===== src/rtl/program_loader_pkg.sv =====
// Shared constants and state encodings for the serial program loader and its UART receiver.
package program_loader_pkg;

    localparam logic [7:0] SYNC_BYTE      = 8'hA5;
    localparam int         BITS_PER_FRAME = 10;

    typedef enum logic [2:0] {
        ST_IDLE,
        ST_LEN_HI,
        ST_LEN_LO,
        ST_DATA,
        ST_CHECK,
        ST_DONE,
        ST_ERR
    } ld_state_e;

    typedef enum logic [1:0] {
        RX_IDLE,
        RX_START,
        RX_DATA,
        RX_STOP
    } rx_state_e;

endpackage


===== src/rtl/program_loader_uart_rx.sv =====
// 8N1 UART receiver: synchroniser, mid-bit sampling timer, LSB-first shifter and stop-bit check.
module uart_rx
    import program_loader_pkg::*;
#(
    parameter int CLKS_PER_BIT = 434
) (
    input  logic       clock,
    input  logic       reset,
    input  logic       rx,
    output logic       byte_valid,
    output logic [7:0] byte_data,
    output logic       frame_err
);

    localparam int             CW      = $clog2(CLKS_PER_BIT + 1);
    localparam logic [CW-1:0]  HALF_M1 = CW'(CLKS_PER_BIT / 2 - 1);
    localparam logic [CW-1:0]  FULL_M1 = CW'(CLKS_PER_BIT - 1);

    rx_state_e     state_q, state_d;
    logic [CW-1:0] cnt_q, cnt_d;
    logic [2:0]    bit_q, bit_d;
    logic [7:0]    shift_q, shift_d;
    logic          valid_q, valid_d;
    logic          ferr_q, ferr_d;
    // [0],[1] form the synchroniser; [2] is the previous synchronised level for edge detection
    logic [2:0]    sync_q;
    logic          rx_s, fall;

    assign rx_s = sync_q[1];
    assign fall = sync_q[2] & ~sync_q[1];

    always_ff @(posedge clock or posedge reset) begin
        if (reset) begin
            sync_q  <= 3'b111;
            state_q <= RX_IDLE;
            cnt_q   <= '0;
            bit_q   <= '0;
            shift_q <= '0;
            valid_q <= 1'b0;
            ferr_q  <= 1'b0;
        end else begin
            sync_q  <= {sync_q[1:0], rx};
            state_q <= state_d;
            cnt_q   <= cnt_d;
            bit_q   <= bit_d;
            shift_q <= shift_d;
            valid_q <= valid_d;
            ferr_q  <= ferr_d;
        end
    end

    always_comb begin
        state_d = state_q;
        cnt_d   = cnt_q + CW'(1);
        bit_d   = bit_q;
        shift_d = shift_q;
        valid_d = 1'b0;
        ferr_d  = 1'b0;
        case (state_q)
            RX_IDLE: begin
                cnt_d = '0;
                if (fall) state_d = RX_START;
            end
            RX_START: begin
                if (cnt_q == HALF_M1) begin
                    cnt_d   = '0;
                    bit_d   = '0;
                    state_d = rx_s ? RX_IDLE : RX_DATA;
                end
            end
            RX_DATA: begin
                if (cnt_q == FULL_M1) begin
                    cnt_d   = '0;
                    shift_d = {rx_s, shift_q[7:1]};
                    bit_d   = bit_q + 3'd1;
                    if (bit_q == 3'd7) state_d = RX_STOP;
                end
            end
            RX_STOP: begin
                if (cnt_q == FULL_M1) begin
                    cnt_d   = '0;
                    valid_d = rx_s;
                    ferr_d  = ~rx_s;
                    state_d = RX_IDLE;
                end
            end
            default: state_d = RX_IDLE;
        endcase
    end

    assign byte_valid = valid_q;
    assign byte_data  = shift_q;
    assign frame_err  = ferr_q;

endmodule


===== src/rtl/program_loader.sv =====
// Loads big-endian instruction words from a framed UART byte stream into instruction memory,
// holding the CPU in reset while a frame is in flight.
module program_loader
    import program_loader_pkg::*;
#(
    parameter int CLKS_PER_BIT  = 434,
    parameter int ADDR_WIDTH    = 16,
    parameter int TIMEOUT_BYTES = 64
) (
    input  logic                  clock,
    input  logic                  reset,
    input  logic                  rx,
    output logic                  mem_we,
    output logic [ADDR_WIDTH-1:0] mem_addr,
    output logic [31:0]           mem_data,
    output logic                  cpu_hold,
    output logic                  load_done,
    output logic                  load_error,
    output logic [15:0]           words_loaded
);

    localparam int TMO_LIMIT = TIMEOUT_BYTES * BITS_PER_FRAME * CLKS_PER_BIT;
    localparam int MAX_WORDS = 2 ** (ADDR_WIDTH - 2);

    logic       rx_valid, rx_ferr;
    logic [7:0] rx_data;

    uart_rx #(.CLKS_PER_BIT(CLKS_PER_BIT)) u_rx (
        .clock      (clock),
        .reset      (reset),
        .rx         (rx),
        .byte_valid (rx_valid),
        .byte_data  (rx_data),
        .frame_err  (rx_ferr)
    );

    ld_state_e             state_q, state_d;
    logic [7:0]            chk_q, chk_d;
    logic [15:0]           len_q, len_d;
    logic [1:0]            idx_q, idx_d;
    logic [23:0]           word_q, word_d;
    logic [31:0]           tmo_q, tmo_d;
    logic                  we_q, we_d;
    logic [ADDR_WIDTH-1:0] addr_q, addr_d;
    logic [31:0]           data_q, data_d;
    logic                  hold_q, hold_d;
    logic                  done_q, done_d;
    logic                  err_q, err_d;
    logic [15:0]           words_q, words_d;
    logic [15:0]           len_full;
    logic                  in_frame;

    assign len_full = {len_q[15:8], rx_data};
    assign in_frame = (state_q == ST_LEN_HI) || (state_q == ST_LEN_LO) ||
                      (state_q == ST_DATA)   || (state_q == ST_CHECK);

    always_ff @(posedge clock or posedge reset) begin
        if (reset) begin
            state_q <= ST_IDLE;
            chk_q   <= '0;
            len_q   <= '0;
            idx_q   <= '0;
            word_q  <= '0;
            tmo_q   <= '0;
            we_q    <= 1'b0;
            addr_q  <= '0;
            data_q  <= '0;
            hold_q  <= 1'b0;
            done_q  <= 1'b0;
            err_q   <= 1'b0;
            words_q <= '0;
        end else begin
            state_q <= state_d;
            chk_q   <= chk_d;
            len_q   <= len_d;
            idx_q   <= idx_d;
            word_q  <= word_d;
            tmo_q   <= tmo_d;
            we_q    <= we_d;
            addr_q  <= addr_d;
            data_q  <= data_d;
            hold_q  <= hold_d;
            done_q  <= done_d;
            err_q   <= err_d;
            words_q <= words_d;
        end
    end

    always_comb begin
        state_d = state_q;
        chk_d   = chk_q;
        len_d   = len_q;
        idx_d   = idx_q;
        word_d  = word_q;
        we_d    = 1'b0;
        addr_d  = addr_q;
        data_d  = data_q;
        hold_d  = hold_q;
        done_d  = done_q;
        err_d   = err_q;
        words_d = words_q;
        tmo_d   = '0;
        if (in_frame && !rx_valid) tmo_d = tmo_q + 32'd1;

        case (state_q)
            ST_IDLE: begin
                if (rx_valid && rx_data == SYNC_BYTE) begin
                    hold_d  = 1'b1;
                    done_d  = 1'b0;
                    err_d   = 1'b0;
                    words_d = '0;
                    chk_d   = '0;
                    idx_d   = '0;
                    state_d = ST_LEN_HI;
                end
            end
            ST_LEN_HI: begin
                if (rx_valid) begin
                    len_d[15:8] = rx_data;
                    chk_d       = chk_q ^ rx_data;
                    state_d     = ST_LEN_LO;
                end
            end
            ST_LEN_LO: begin
                if (rx_valid) begin
                    len_d = len_full;
                    chk_d = chk_q ^ rx_data;
                    if (int'(len_full) > MAX_WORDS) state_d = ST_ERR;
                    else if (len_full == 16'd0)     state_d = ST_CHECK;
                    else                            state_d = ST_DATA;
                end
            end
            ST_DATA: begin
                if (rx_valid) begin
                    chk_d  = chk_q ^ rx_data;
                    word_d = {word_q[15:0], rx_data};
                    idx_d  = idx_q + 2'd1;
                    if (idx_q == 2'd3) begin
                        we_d    = 1'b1;
                        addr_d  = ADDR_WIDTH'({words_q, 2'b00});
                        data_d  = {word_q, rx_data};
                        words_d = words_q + 16'd1;
                        if (words_d == len_q) state_d = ST_CHECK;
                    end
                end
            end
            ST_CHECK: begin
                if (rx_valid) state_d = (rx_data == chk_q) ? ST_DONE : ST_ERR;
            end
            ST_DONE: begin
                done_d  = 1'b1;
                hold_d  = 1'b0;
                state_d = ST_IDLE;
            end
            ST_ERR: begin
                err_d   = 1'b1;
                done_d  = 1'b0;
                hold_d  = 1'b0;
                state_d = ST_IDLE;
            end
            default: state_d = ST_IDLE;
        endcase

        // Line faults and stalled senders abort the frame regardless of where it stands
        if (in_frame && (rx_ferr || tmo_d == 32'(TMO_LIMIT))) state_d = ST_ERR;
    end

    assign mem_we       = we_q;
    assign mem_addr     = addr_q;
    assign mem_data     = data_q;
    assign cpu_hold     = hold_q;
    assign load_done    = done_q;
    assign load_error   = err_q;
    assign words_loaded = words_q;

endmodule


===== config.mk =====
export PLATFORM = sky130hd
export DESIGN_NAME = program_loader
export DESIGN_NICKNAME = d
export VERILOG_FILES = /design/src/rtl/program_loader_pkg.sv /design/src/rtl/program_loader_uart_rx.sv /design/src/rtl/program_loader.sv
export SDC_FILE = /design/constraint.sdc
export NUM_CORES = 1
export LEC_CHECK = 0
export ABC_CLOCK_PERIOD_IN_PS = 17500
export BUFFER_PORTS_ARGS = -buffer_cell sky130_fd_sc_hd__buf_2
export CAP_MARGIN = 20
export CELL_PAD_IN_SITES_DETAIL_PLACEMENT = 1
export CELL_PAD_IN_SITES_GLOBAL_PLACEMENT = 1
export CORE_MARGIN = 8
export CORE_UTILIZATION = 40
export DETAILED_ROUTE_END_ITERATION = 16
export HOLD_SLACK_MARGIN = 0.12
export PLACE_DENSITY = 0.73
export SLEW_MARGIN = 10
export SYNTH_ARGS = -nofsm -noshare
export SYNTH_HDL_FRONTEND = slang
export SYNTH_SLANG_ARGS = --single-unit

===== constraint.sdc =====
create_clock -name clock -period 17.5 [get_ports clock]
set_clock_uncertainty 0.15 [all_clocks]
set_input_delay 5.25 -clock clock [delete_from_list [all_inputs] [get_ports clock]]
set_output_delay 5.25 -clock clock [all_outputs]
set_load 0.02 [all_outputs]

==> results of run 1 <==
sequential cells by signal, summed over array words and instances, names as in the netlist, 3 cells and up, named ones only:
signal          count
chk_q               8
len_q              16
mem_addr           14
mem_data           32
state_q             3
tmo_q              32
u_rx.bit_q          3
u_rx.byte_data      8
u_rx.cnt_q          9
u_rx.sync_q         3
word_q             24
words_loaded       16
final timing paths:
path | from | endpoint | slack (ns) | depth (start not counted)
setup reg to reg | tmo_q[0] | state_q[1] | 14.12 | 9
setup / recovery | reset | chk_q[0] | 10.52 | 4
hold / removal | u_rx.sync_q[0] | u_rx.sync_q[1] | 0.21 | 0
max in group clock | words_loaded[4] | words_loaded[4] | 10.83 | 1
hold reg to reg | u_rx.sync_q[0] | u_rx.sync_q[1] | 0.21 | 0
min in group asynchronous | reset | u_rx.cnt_q[6] | 4.70 | 2
Yosys cell counts (9+ instances only):
| master | n |
|---|---|
| o21ai_0 | 57 |
| inv_1 | 19 |
| o31ai_1 | 9 |
| a21oi_1 | 22 |
| nor2_1 | 74 |
| nand2_1 | 266 |
| buf_2 | 12 |
| nor3_1 | 14 |
| nand4_1 | 22 |
| xnor2_1 | 33 |
| dfrtp_1 | 175 |
| nand3_1 | 30 |
| clkbuf_1 | 39 |
| xor2_1 | 22 |
| mux2_2 | 23 |
| nor4_1 | 13 |
| and3_1 | 11 |
cell usage in the layout, fill, tap and decap left out, drive strengths merged, types with 3 or more instances in the layout:
| cell type | instances |
|---|---|
| dfrtp | 175 |
| and4 | 7 |
| nor4 | 15 |
| nor2b | 8 |
| nor2 | 74 |
| a22o | 4 |
| buf | 77 |
| o31ai | 9 |
| clkbuf | 18 |
| a31oi | 3 |
| or3 | 11 |
| nor3 | 16 |
| xor2 | 22 |
| and3 | 11 |
| o31a | 3 |
| dfstp | 3 |
| nand2 | 266 |
| inv | 28 |
| nand4 | 24 |
| mux2 | 23 |
| xnor2 | 33 |
| o21ai | 58 |
| nand3 | 32 |
| a211oi | 4 |
| nand2b | 6 |
| nor3b | 5 |
| a21oi | 23 |
| ha | 8 |
| and2 | 5 |
metrics by stage:
step	std cells	hold WS, ns	setup WS [ns]	power [uW]	cell area (sq um)
floorplan	959	0.195	7.27	455	8690
CTS	1286	0.212	10.39	855	9760
finish	1287	0.213	10.52	844	9780
global route	1287	0.217	10.13	877	9780
detailed placement	1254	0.202	9.92	463	9170
global placement	1254	0.198	9.92	461	9170
final cells by class:
type | count | area, sq um
inverters | 19 | 76.3
repair buffers | 77 | 415
clock buffers | 18 | 439
clock inverters | 14 | 156
flip-flops and latches | 178 | 4460
fillers | 2534 | 11800
multi-input cells | 701 | 3890
well taps | 280 | 350
cells by family after synthesis:
logic type | Yosys count
flops | 178
other cells | 1
fa+ha+maj | 8
simple gates | 488
mux | 25
xor+xnor | 55
buf+inv | 80
compound gates | 123
power by group:
part / switching [uW] / total (uW) / internal, uW
Clock: 182 / 390 / 208
Combinational: 19.6 / 28.8 / 9.28
Sequential: 9.19 / 425 / 416
Total: 211 / 844 / 633
per-layer routing:
metal | share of wire (%) | global-route usage [%] | wire length, um
met5 | 0 | 0 | 0
met3 | 2.7 | 3.55 | 602
met1 | 48 | 24.1 | 10800
met4 | 1.2 | 5.05 | 280
met2 | 48 | 28.3 | 10900
==> flow_metrics.py, run 1 <==
metrics = {
    "worst_hold_path": {
        "worstHoldPathType": "reg2reg",
    },
    "setup_path": {
        "crit_type": "in2async",
        "path_buf_inv": 4,
        "worstPathArrival_ns": 7.33,
        "slowest_stage": "buf_4",
        "crit_family": "buffers and inverters",
        "cp-end-kind": "async pin",
        "cp_common_cell": "buf_4",
        "critPathMaxStageDelay_ns": 0.84,
        "cp_data_required_time_ns": 17.85,
        "crit_chain": "buf_2 -> inv_6 -> buf_4 -> buf_4",
        "start_kind": "primary input",
        "path_max_fanout": 75,
    },
    "sta": {
        "fin_tns_setup_ns": 0,
        "finalCriticalPeriod_ns": 6.98,
        "fmax_ghz": 0.143,
        "period_share_pct": 39.9,
        "hold_violations": 0,
        "setup_violations": 0,
        "maxSlewHeadroom_pct": 36.0,
        "rsz0062_at_grt": "false",
        "tightest_slew_ns": 0.960,
        "maxSlewViolCount": 0,
    },
    "synth": {
        "yosysSeqAreaShare_pct": 51.3,
        "synth_compound_gate_area_share_pct": 8.63,
        "ys_ff_latch": 178,
        "synthArstFlopShare_pct": 100,
        "ys.flop_type": "dfrtp_1",
        "synth_enable_flop_cells": 0,
        "synthXorXnorAreaFrac_pct": 5.55,
        "synth_top_family_by_area": "simple AND/OR/NAND/NOR gates",
        "yosys.area_share.simple_pct": 26.1,
        "synth_area_per_cell_sq_um": 9.06,
        "yosysTopAreaCell": "dfrtp_1",
        "synthAdderAreaFrac_pct": 1.15,
        "yosysUniqueCellTypes": 66,
        "syn_inst": 958,
        "synth_area_leaders": "dfrtp_1 (50%), nand2_1 (12%), xnor2_1 (3.3%), o21ai_0 (3.3%), nor2_1 (3.2%)",
        "yosysWarnings": 0,
        "synthMuxAreaShare_pct": 3.21,
        "synth.top_cell.area_share_pct": 50.4,
        "syn-cell-area_sq_um": 8680,
    },
    "global_route": {
        "grt_pass1_wl_um": 38500,
        "grt_pass1_vias": 7313,
        "gr-total-overflow": 0,
        "grt_max_degree": 76,
        "grt_usage_pct": 17.8,
        "antenna_found_initial": 0,
    },
    "cts": {
        "postCtsHoldBufs": 0,
        "cts_htree_levels": 4,
        "cts_setup_buffers": 0,
        "clock-root-buffer": "clkbuf_16",
        "cts.repair.resized": 0,
        "cts_max_path_buffers": 2,
        "cts_tree": "yes",
        "clock_latency_ns": 0.43,
        "clk_pin_slew_ns": 0.07,
        "cts_sinks": 178,
        "cts_buffers": 17,
    },
    "route": {
        "viasPerCell": 5.33,
        "wl_per_cell_um": 17.5,
        "vias": 6864,
        "wl_um": 22500,
        "drc": 0,
        "dr.pass1.iters": 4,
        "ant_nets": 0,
        "drt_iter0_drc": 423,
    },
    "run": {
        "maxCapViolations": 0,
    },
    "placement": {
        "numPortBuffers": 68,
        "place.gp.congestion": 0.794,
        "hpwl_um": 15000,
    },
    "final_layout": {
        "syn2layout_area_growth_pct": 12.7,
        "final_nets": 1005,
        "drive_gt1_share_pct": 15.2,
        "diodes": 0,
        "utilization_pct": 45.4,
    },
    "floorplan": {
        "num_io_pins": 71,
        "start_util_pct": 40.3,
        "row_count": 54,
        "core-area_sq_um": 21600,
        "die-area_sq_um": 26700,
        "die_w_um": 163,
        "die_h_um": 163,
    },
    "power_and_ir_drop": {
        "irDropWorstVdd_mv": 0.0582,
        "power.density_nw_per_um2": 86.3,
        "power.leakage_uw": 0.00474,
    },
    "outcome": {
        "status": "completed",
    },
}
No activity file was read; power rests on OpenSTA's default activity.
==> run 2, diff against run 1 <==
Settings changed: ABC_CLOCK_PERIOD_IN_PS 17500 to 7200.
Clock period 17.5 ns to 7.2 ns, I/O delays scaled along.
==> run 2 against run 1 <==
Wire length fell by 1.4%; count of clock-buffer cells in the layout fell by 1; clock power rose by 140%; sequential power rose by 140%; cell count rose by 0.16%; worst setup slack got worse by 6.9 ns; core utilization rose by 0.099 points; final area rose by 0.22%; first-iteration DRC count fell by 17%; sequential share of layout area fell by 0.099 points; power rose by 140%; hold slack got worse by 0.0056 ns; critical path type is now reg2out; critical endpoint is now words_loaded[4]; largest power group unchanged.
==> flow_metrics.py, run 2 (synthesized netlist as in run 1, its figures left out) <==
metrics = {
    "outcome": {
        "status": "completed",
    },
    "route": {
        "dr.pass1.iters": 4,
        "viasPerCell": 5.34,
        "wl_per_cell_um": 17.2,
        "ant_nets": 0,
        "drt_iter0_drc": 349,
        "wl_um": 22200,
        "vias": 6883,
        "drc": 0,
    },
    "floorplan": {
        "die_w_um": 163,
        "core-area_sq_um": 21600,
        "die_h_um": 163,
        "row_count": 54,
        "die-area_sq_um": 26700,
        "num_io_pins": 71,
        "start_util_pct": 40.3,
    },
    "setup_path": {
        "regToRegEndpoint": "state_q[0]",
        "start_kind": "register",
        "cp_data_required_time_ns": 4.89,
        "cp-end-kind": "output port",
        "r2r_cells": 9,
        "slowest_stage": "dfrtp_1",
        "r2r_slack_ns": 4.00,
        "crit_type": "reg2out",
        "crit_chain": "buf_2",
        "worstPathArrival_ns": 1.26,
        "r2r-start": "words_loaded[0]",
        "critPathMaxStageDelay_ns": 0.58,
        "path_max_fanout": 10,
        "path_buf_inv": 1,
        "crit_family": "flip-flops",
    },
    "final_layout": {
        "regArea_sq_um": 4460,
        "drive_gt1_share_pct": 15.3,
        "multiInputGateArea_sq_um": 3880,
        "final_cell_mix": "nand2_1 (265), dfrtp_1 (175), nor2_1 (74)",
        "final_nets": 1007,
        "syn2layout_area_growth_pct": 12.9,
        "final_common_cell": "nand2_1",
        "diodes": 0,
        "num-fill-cells": 2533,
        "utilization_pct": 45.5,
    },
    "sta": {
        "tightest_slew_ns": 0.880,
        "timing.hold.ws_ns": 0.207,
        "rsz0062_at_grt": "false",
        "period_share_pct": 49.6,
        "fmax_ghz": 0.280,
        "maxSlewHeadroom_pct": 41.4,
        "maxSlewViolCount": 0,
        "layout_setup_ws_ns": 3.63,
        "fin_tns_setup_ns": 0,
        "hold_violations": 0,
        "setup_violations": 0,
        "finalCriticalPeriod_ns": 3.57,
    },
    "power_and_ir_drop": {
        "power.leakage_uw": 0.00476,
        "irDropWorstVdd_mv": 0.153,
        "power.density_nw_per_um2": 207,
    },
    "global_route": {
        "gr-total-overflow": 0,
        "grt_max_degree": 111,
        "grt_pass1_vias": 7188,
        "grt_pass1_wl_um": 37500,
        "grt_usage_pct": 17.2,
        "antenna_found_initial": 0,
    },
    "placement": {
        "post-place-ws_ns": 3.42,
        "numPortBuffers": 68,
        "hpwl_um": 14800,
        "place.gp.congestion": 0.787,
    },
    "worst_hold_path": {
        "hold-path-cell-count": 0,
        "holdPathEnd": "u_rx.sync_q[1]",
        "worstHoldPathType": "reg2reg",
        "hp-start": "u_rx.sync_q[0]",
    },
    "cts": {
        "cts_tree": "yes",
        "cts_max_path_buffers": 2,
        "cts_setup_buffers": 0,
        "cts_sinks": 178,
        "clk_pin_slew_ns": 0.08,
        "postCtsHoldBufs": 0,
        "clock-root-buffer": "clkbuf_16",
        "cts.repair.resized": 0,
        "cts_htree_levels": 4,
        "clock_latency_ns": 0.43,
        "cts_buffers": 17,
    },
    "run": {
        "maxCapViolations": 0,
    },
}
==> run 2: final cells by class <==
type,instances,share of cell area [%]
Tap cell,280,3.57
Clock inverter,15,1.67
Sequential cell,178,45.5
Multi-Input combinational cell,701,39.6
Timing Repair Buffer,79,4.57
Inverter,19,0.778
Clock buffer,17,4.34
==> run 2: worst max-delay path by stage <==
| stage | startpoint | to | slack, ns | cells past startpoint |
|---|---|---|---|---|
| finish | words_loaded[4] | words_loaded[4] | 3.63 | 1 |
| global route | words_loaded[4] | words_loaded[4] | 3.55 | 1 |
| CTS | words_loaded[4] | words_loaded[4] | 3.62 | 1 |
| detailed placement | reset | u_rx.sync_q[2] | 3.42 | 3 |
| global placement | reset | u_rx.sync_q[2] | 3.47 | 3 |
| floorplan | reset | async pin | 0.06 | 1 |
==> run 2: stage by stage <==
step | area (sq um) | instances | total power (uW)
after floorplan | 8690 | 959 | 1100
after global placement | 9170 | 1254 | 1120
after detailed placement | 9170 | 1254 | 1120
after CTS | 9760 | 1286 | 2060
after global routing | 9800 | 1289 | 2100
final | 9800 | 1289 | 2030
==> run 2: power by group <==
part	internal (uW)	total (uW)	switching (uW)	leakage, uW
Combinational	23.7	71.3	47.6	0.00200
Sequential	1010	1030	21.9	0.00247
Clock	468	929	462	0.000283
==> run 2: per-layer routing <==
layer  wire length (um)  global-route usage, %
met1              10300                   22.5
met2              10600                   28.2
met3                840                   3.05
met4                425                   6.17
met5                  0                      0
==> run 3, diff against run 2 <==
Settings changed: ABC_CLOCK_PERIOD_IN_PS 7200 to 3500.
Clock period 7.2 ns to 3.5 ns, I/O delays scaled along.
==> run 3 against run 2 <==
Sequential share of layout area shrank 0.80 points; critical path type is now reg2reg; non-clock buffer count grew 17; final area grew 1.8%; highest routed layer unchanged; die area is the same; critical path depth grew 8; critical endpoint is now state_q[1].
==> flow_metrics.py, run 3 (synthesized netlist as in run 1, its figures left out) <==
metrics = {
    "outcome": {
        "status": "completed",
    },
    "placement": {
        "numPortBuffers": 68,
        "hpwl_um": 15700,
        "dpl_cell_area_sq_um": 9370,
        "post-place-ws_ns": 0.392,
        "place.gp.congestion": 0.823,
    },
    "route": {
        "met3_length_um": 723,
        "viasPerCell": 5.36,
        "met2RoutedLength_um": 11000,
        "wl_per_cell_um": 17.4,
        "drc": 0,
        "wl_met1_um": 10700,
        "drt_iter0_drc": 421,
        "maxUsedRoutingLayer": "met4",
        "wl_um": 22700,
        "dr.pass1.iters": 5,
        "vias": 6996,
        "ant_nets": 0,
    },
    "cts": {
        "clock-root-buffer": "clkbuf_16",
        "clock_latency_ns": 0.43,
        "cts.repair.resized": 0,
        "postCtsHoldBufs": 0,
        "cts_max_path_buffers": 2,
        "cts_sinks": 178,
        "cts_tree": "yes",
        "cts_htree_levels": 4,
        "clk_pin_slew_ns": 0.08,
        "cts_buffers": 17,
        "cts_setup_buffers": 0,
    },
    "worst_hold_path": {
        "worstHoldPathType": "reg2reg",
        "hold-path-cell-count": 0,
        "holdPathEnd": "u_rx.sync_q[1]",
        "hp-start": "u_rx.sync_q[0]",
    },
    "setup_path": {
        "start_kind": "register",
        "r2r_slack_ns": 0.32,
        "crit_chain": "ha_1 -> nand4_2 -> or3_1 -> or3_1 -> mux2i_1 -> nor4_1 -> nand4_1 -> o21ai_2 -> o21bai_1",
        "regToRegEndpoint": "state_q[1]",
        "r2r_cells": 9,
        "crit_family": "simple AND/OR/NAND/NOR gates",
        "worstPathArrival_ns": 3.38,
        "r2r-start": "tmo_q[0]",
        "cp_data_required_time_ns": 3.70,
        "critPathMaxStageDelay_ns": 0.53,
        "path_max_fanout": 9,
        "slowest_stage": "or3_1",
        "path_buf_inv": 0,
        "cp-end-kind": "register",
        "crit_type": "reg2reg",
        "cp_common_cell": "or3_1",
    },
    "power_and_ir_drop": {
        "p_switching_uw": 1110,
        "irDropWorstVdd_mv": 0.303,
        "switching_share_pct": 26.2,
        "pwr-share-clk_pct": 45.8,
        "combPwrFrac_pct": 3.9,
        "cellInternalPower_uw": 3120,
        "power.leakage_uw": 0.00485,
        "seqPwrFrac_pct": 50.3,
        "power.density_nw_per_um2": 424,
    },
    "final_layout": {
        "diodes": 0,
        "final_cell_mix": "nand2_1 (265), dfrtp_1 (175), nor2_1 (74)",
        "drive_gt1_share_pct": 16.7,
        "fin_area_sq_um": 9980,
        "utilization_pct": 46.3,
        "final_nets": 1024,
        "final_common_cell": "nand2_1",
        "syn2layout_area_growth_pct": 14.9,
    },
    "global_route": {
        "grt_max_degree": 56,
        "grt_pass1_wl_um": 38900,
        "antenna_found_initial": 0,
        "gr-total-overflow": 0,
        "grt_usage_pct": 17.8,
        "grt_pass1_vias": 7482,
    },
    "sta": {
        "maxSlewHeadroom_pct": 52.0,
        "maxSlewViolCount": 0,
        "period_share_pct": 90.8,
        "fin_tns_setup_ns": 0,
        "tightest_slew_ns": 0.720,
        "rsz0062_at_grt": "false",
        "layout_setup_ws_ns": 0.323,
        "fmax_ghz": 0.315,
        "finalCriticalPeriod_ns": 3.18,
        "hold_violations": 0,
        "setup_violations": 0,
    },
    "floorplan": {
        "num_io_pins": 71,
        "row_count": 54,
        "start_util_pct": 40.3,
        "die_w_um": 163,
        "die_h_um": 163,
        "die-area_sq_um": 26700,
        "core-area_sq_um": 21600,
    },
    "run": {
        "maxCapViolations": 0,
    },
}
## run 3: changes by cell type in the layout (fill, tap and decap cells not counted)
cell      previous run  this run
buf_4                8        24
buf_12               0         4
clkinv_8             3         6
inv_6                5         2
buf_16               1         0
buf_2               69        68
buf_8                1         0
## run 3: layer usage
metal	vias to the layer above	GRT usage (%)
li1	3341	-
met1	3537	24.1
met2	101	29.1
met3	17	3.07
met4	0	4.71
met5	-	0
## run 3: worst max-delay path by stage
stage | from | endpoint | slack [ns] | depth (start not counted)
after floorplan | reset | async pin | 0.02 | 1
after global placement | tmo_q[0] | state_q[1] | 0.53 | 9
after detailed placement | tmo_q[0] | state_q[1] | 0.39 | 9
after CTS | tmo_q[0] | state_q[1] | 0.33 | 9
after global routing | tmo_q[0] | state_q[2] | 0.17 | 9
final | tmo_q[0] | state_q[1] | 0.32 | 9
## run 3: final cells by class
cell class | instances | area (sq um)
multi-input combinational | 701 | 3880
sequential | 178 | 4460
tap | 280 | 350
fill | 2502 | 11600
inverter | 19 | 75.1
timing repair buffer | 96 | 601
clock inverter | 15 | 188
clock buffer | 17 | 425
## run 3: power by group through the flow
| stage | logic (uW) | clock network, uW | registers, uW |
|---|---|---|---|
| floorplan | 136 | 0 | 2140 |
| global placement | 165 | 0 | 2160 |
| detailed placement | 170 | 0 | 2170 |
| CTS | 171 | 2000 | 2130 |
| global route | 190 | 2070 | 2130 |
| finish | 165 | 1940 | 2130 |
## run 3: stage by stage
stage | total power, uW | instances | hold WS, ns
2_1_floorplan | 2270 | 959 | 0.195
3_3_place_gp | 2330 | 1274 | 0.196
3_5_place_dp | 2330 | 1274 | 0.204
4_1_cts | 4290 | 1306 | 0.212
5_1_grt | 4400 | 1306 | 0.226
6_report | 4230 | 1306 | 0.214
